**src/rtl/seq_divider.sv**
```systemverilog
// Iterative 32-bit restoring divider for MIPS DIV/DIVU: one quotient bit per cycle,
// operands captured at start, signs fixed up once at the end.
module seq_divider #(
    parameter int WIDTH = 32
) (
    input  logic        clk,
    input  logic        reset,
    input  logic        validIn,
    input  logic        sign,
    input  logic [31:0] SrcA,
    input  logic [31:0] SrcB,
    output logic        validOut,
    output logic        busy,
    output logic [31:0] Hi,
    output logic [31:0] Lo
);
    localparam int CW = $clog2(WIDTH);
    localparam logic [CW-1:0] LAST_ITER = CW'(WIDTH - 1);

    typedef enum logic [1:0] {
        S_IDLE,
        S_RUN,
        S_FIX,
        S_DONE
    } state_t;

    state_t         state_q, state_d;
    logic [31:0]    rem_q, rem_d;
    logic [31:0]    quo_q, quo_d;
    logic [31:0]    div_q, div_d;
    logic [CW-1:0]  cnt_q, cnt_d;
    logic           negq_q, negq_d;
    logic           negr_q, negr_d;
    logic           dz_q, dz_d;
    logic [31:0]    hi_q, hi_d;
    logic [31:0]    lo_q, lo_d;

    logic [31:0]    abs_a, abs_b;
    logic [32:0]    shifted, trial;

    always_ff @(posedge clk) begin
        if (reset) begin
            state_q <= S_IDLE;
            rem_q   <= '0;
            quo_q   <= '0;
            div_q   <= '0;
            cnt_q   <= '0;
            negq_q  <= 1'b0;
            negr_q  <= 1'b0;
            dz_q    <= 1'b0;
            hi_q    <= '0;
            lo_q    <= '0;
        end else begin
            state_q <= state_d;
            rem_q   <= rem_d;
            quo_q   <= quo_d;
            div_q   <= div_d;
            cnt_q   <= cnt_d;
            negq_q  <= negq_d;
            negr_q  <= negr_d;
            dz_q    <= dz_d;
            hi_q    <= hi_d;
            lo_q    <= lo_d;
        end
    end

    always_comb begin
        state_d = state_q;
        rem_d   = rem_q;
        quo_d   = quo_q;
        div_d   = div_q;
        cnt_d   = cnt_q;
        negq_d  = negq_q;
        negr_d  = negr_q;
        dz_d    = dz_q;
        hi_d    = hi_q;
        lo_d    = lo_q;

        abs_a   = (sign && SrcA[31]) ? (~SrcA + 32'd1) : SrcA;
        abs_b   = (sign && SrcB[31]) ? (~SrcB + 32'd1) : SrcB;
        // The partial remainder never exceeds 32 bits, so the 33-bit trial's MSB is its sign.
        shifted = {rem_q, quo_q[31]};
        trial   = shifted - {1'b0, div_q};

        case (state_q)
            S_IDLE: begin
                if (validIn) begin
                    quo_d   = abs_a;
                    rem_d   = '0;
                    div_d   = abs_b;
                    negq_d  = sign & (SrcA[31] ^ SrcB[31]);
                    negr_d  = sign & SrcA[31];
                    dz_d    = (SrcB == 32'd0);
                    cnt_d   = '0;
                    state_d = S_RUN;
                end
            end
            S_RUN: begin
                if (!trial[32]) begin
                    rem_d = trial[31:0];
                    quo_d = {quo_q[30:0], 1'b1};
                end else begin
                    rem_d = shifted[31:0];
                    quo_d = {quo_q[30:0], 1'b0};
                end
                cnt_d = cnt_q + CW'(1);
                if (cnt_q == LAST_ITER) begin
                    state_d = S_FIX;
                end
            end
            S_FIX: begin
                // With a zero divisor every trial succeeds, so the remainder ends up as |SrcA|
                // and the negR fixup restores the original dividend bits for Hi.
                lo_d    = dz_q ? 32'hFFFF_FFFF : (negq_q ? (~quo_q + 32'd1) : quo_q);
                hi_d    = negr_q ? (~rem_q + 32'd1) : rem_q;
                state_d = S_DONE;
            end
            S_DONE: begin
                state_d = S_IDLE;
            end
            default: begin
                state_d = S_IDLE;
            end
        endcase
    end

    assign validOut = (state_q == S_DONE);
    assign busy     = (state_q == S_RUN) || (state_q == S_FIX);
    assign Hi       = hi_q;
    assign Lo       = lo_q;

endmodule

```
**config.mk**
```make
export PLATFORM = sky130hd
export DESIGN_NAME = seq_divider
export DESIGN_NICKNAME = d
export VERILOG_FILES = /design/src/rtl/seq_divider.sv
export SDC_FILE = /design/constraint.sdc
export NUM_CORES = 1
export LEC_CHECK = 0
export BUFFER_PORTS_ARGS = -buffer_cell sky130_fd_sc_hd__buf_4
export CORE_ASPECT_RATIO = 1.2
export CORE_MARGIN = 1.5
export CORE_UTILIZATION = 45
export DETAILED_ROUTE_END_ITERATION = 6
export HOLD_SLACK_MARGIN = 0.1
export SKIP_CTS_REPAIR_TIMING = 1
export SYNTH_ARGS = -nofsm -noshare
export SYNTH_HDL_FRONTEND = slang
export SYNTH_SLANG_ARGS = --single-unit
```
**constraint.sdc**
```tcl
create_clock -name clk -period 3.3 [get_ports clk]
set_input_delay 0.495 -clock clk [delete_from_list [all_inputs] [get_ports clk]]
set_output_delay 0.495 -clock clk [all_outputs]
set_load 0.02 [all_outputs]
```
==> impl_metrics.toml <==
[status]
status = "finished, final reports clean"

[yosys]
yosys_warnings = 0
syn_nets = 1524
synth-edff-count = 0
synth_cells = 1413
synth_seq_cells = 170
synth.area.top_cells = "dfxtp_1, xor2_1, nand2_1"
synth.avg_cell_area_um2 = 7.67
syn_area_um2 = 10800
ys.flop_type = "dfxtp_1"
synth_top_area_cell = "dfxtp_1"
netlist-cell-type-count = 64
synth_top_area_frac = 0.314
async_reset_ff_frac = 0
yosysSeqAreaShare = 0.314

[worst_setup_path]
crit_path_max_fanout = 12
worstSetupPathType = "reg2reg"
rr_endpoint = "rem_q[30]"
crit_path_cell_trace = "ha_1 -> a21o_1 -> o21bai_1 -> a221oi_1 -> o2111ai_1 -> nand2_1 -> xor2_4 -> buf_12 -> buf_12 -> or4b_1 -> nand2_1"
crit_cells = 11
critical_path_arrival_ns = 3.48
worst_r2r_path_depth = 11
path_buf_inv = 2
reg2reg_slack_ns = 0.20
r2r_start = "rem_q[22]"
max_stage_delay_ns = 0.57
crit_required_ns = 3.68
start_kind = "register"
critical-path-slowest-cell = "a221oi_1"
cp-end-kind = "register"
cp_top_family = "compound AO/OA/AOI/OAI gates"

[sta]
min_period_ns = 3.10
max_freq_mhz = 322
max_slew.worst_pin.slew_ns = 1.01
setup_viol = 0
finClkSkew_ns = 0.0125
maxSlewHeadroom = 0.325
whs_ns = 0.327
slew_viol_final = 0
fin_crit_sh = 0.940
finalWorstSetupSlack_ns = 0.197
hold_violations = 0
fin_tns_setup_ns = 0
rsz0062_at_grt = "no"

[placed_design]
numPortBuffers = 133
place_ws_ns = 0.122
place_congestion = 0.947
place_area_um2 = 12300
place.detailed.hpwl_um = 22600

[detailed_routing]
drt-initial-drc-count = 547
post_drt_wl_per_cell_um = 16.4
drc = 0
ant_nets = 0
routed_wl_um = 30600
via_per_inst = 5.49
drtPass1Iterations = 7
dr_total_vias = 10228

[finish]
layout_common_cells = "buf_4, nand2_1, dfxtp_1, nor2_1, o21ai_0"
nFillCells = 2357
drive_gt1_frac = 0.156
antennaDiodeCount = 0
area_delta_synth_final_pct = 19.5
layout_commonest_cell = "buf_4"
fin_nets = 1641
design_area_um2 = 13000

[pwr]
p_leak_uw = 0.00527
peakVddDrop_uv = 646
seq_power_share = 0.315
p_total_uw = 10000
clock_power_share = 0.199
pwr_density_cell_nw_per_um2 = 772
p_sw_uw = 4360
p_int_uw = 5650
p_sw_frac = 0.435
p_comb_frac = 0.486

[floorplanning]
dieArea_um2 = 25000
io_pins = 134
start_util = 0.455
die_x_um = 145
core_area_um2 = 23800
std_cell_rows = 62
die_h_um = 173

[worst_hold_path]
holdCritStartpoint = "SrcB[0]"
hold_depth = 3
hp-class = "in2reg"
hold-path-endpoint = "div_q[0]"

[clock_tree]
insertion_delay_ns = 0.44
clock-root-buffer = "clkbuf_16"
numCtsBuffers = 17
cts_num_sinks = 170
clock_path_buffers = 2
cts_tree = "yes"
htreeDepth = 4
clk_pin_slew_ns = 0.08

[global_routing]
grt_pass1_vias = 9797
grt_overflow = 0
grt_use_total = 0.246
met1_usage = 0.293
grt_max_degree = 94
top_usage_layer = "met2"
grt_pass1_wl_um = 49100
grt_use_met3 = 0.0504
antenna_found_initial = 0
use_met2 = 0.435

[job]
drv_cap = 0
## tightest hold or removal path, cell delays in order
cell	delay (ns)
buf_4	0.12
nand2_1	0.05
a21oi_1	0.05
## cells in the mapped netlist (3+ instances only)
master       n
a32oi_1     10
nand2b_1     9
a21oi_1     85
xor2_1      77
a311oi_1     6
and2_1       7
o22ai_1     21
nor4_1       8
o21bai_1     5
o41ai_1     17
and3_1       8
nor2_1     157
nor3_1      13
inv_1       54
a22oi_1      3
dfxtp_1    170
nand2_1    176
or4_1       15
nor2b_1      4
ha_1        42
o21ai_0    103
or3_1       22
xnor2_1     66
clkbuf_1    83
a211oi_1    71
o21a_1       5
a21o_1       7
nand4_1     10
o2111ai_1    3
or2_2        3
mux2i_1     29
o21ai_1     12
nand3_1     24
a41oi_1      4
buf_1        5
and4_1       4
o31ai_1     34
o211ai_1     3
## power by group through the flow
stage | combinational (µW) | sequential (µW) | clock, µW
2_1_floorplan | 3070 | 3410 | 0
3_3_place_gp | 4850 | 3190 | 0
3_5_place_dp | 4870 | 3210 | 0
4_1_cts | 4890 | 3160 | 2030
5_1_grt | 5410 | 3250 | 2130
6_report | 4860 | 3160 | 1990
## cell families after synthesis
family | count (synthesis) | synth area share
buffers and inverters | 144 | 0.0501
multiplexers | 29 | 0.0268
flip-flops | 170 | 0.314
AND/OR/NAND/NOR | 473 | 0.197
AO/OA/AOI/OAI | 411 | 0.246
adder cells (fa/ha/maj) | 43 | 0.0503
XOR/XNOR | 143 | 0.116
## metrics by stage
step           instances  utilization
2_1_floorplan       1413            -
3_3_place_gp        1825        0.518
3_5_place_dp        1825        0.518
4_1_cts             1857        0.542
5_1_grt             1863        0.544
6_report            1863        0.544
## sequential cells by signal, indices dropped and copies added (netlist names)
register	cells
Hi	32
Lo	32
div_q	32
quo_q	32
rem_q	32
cnt_q	5
state_q	2
dz_q	1
negq_q	1
negr_q	1
## per-layer routing
metal | routed length, µm | vias to the layer above
met5 | 0 | -
met4 | 800 | 0
met3 | 1360 | 46
met2 | 15300 | 204
met1 | 13200 | 4709
li1 | - | 5269
## worst max-delay path by stage
stage | to | slack [ns] | from
6_report | rem_q[30] | 0.20 | rem_q[22]
5_1_grt | rem_q[29] | 0.05 | quo_q[31]
4_1_cts | rem_q[5] | 0.09 | rem_q[22]
3_5_place_dp | rem_q[4] | 0.12 | rem_q[22]
3_3_place_gp | rem_q[8] | 0.19 | rem_q[22]
2_1_floorplan | rem_q[11] | 0.41 | rem_q[22]
## layout make-up
type,instances,area [µm²],share of cell area
Clock inverter,15,138,0.0106
Inverter,54,203,0.0156
Tap cell,320,400,0.0309
Multi-Input combinational cell,1099,6940,0.536
Timing Repair Buffer,188,1450,0.112
Sequential cell,170,3400,0.263
Clock buffer,17,425,0.0328
No activity file was read; power rests on OpenSTA's default activity.
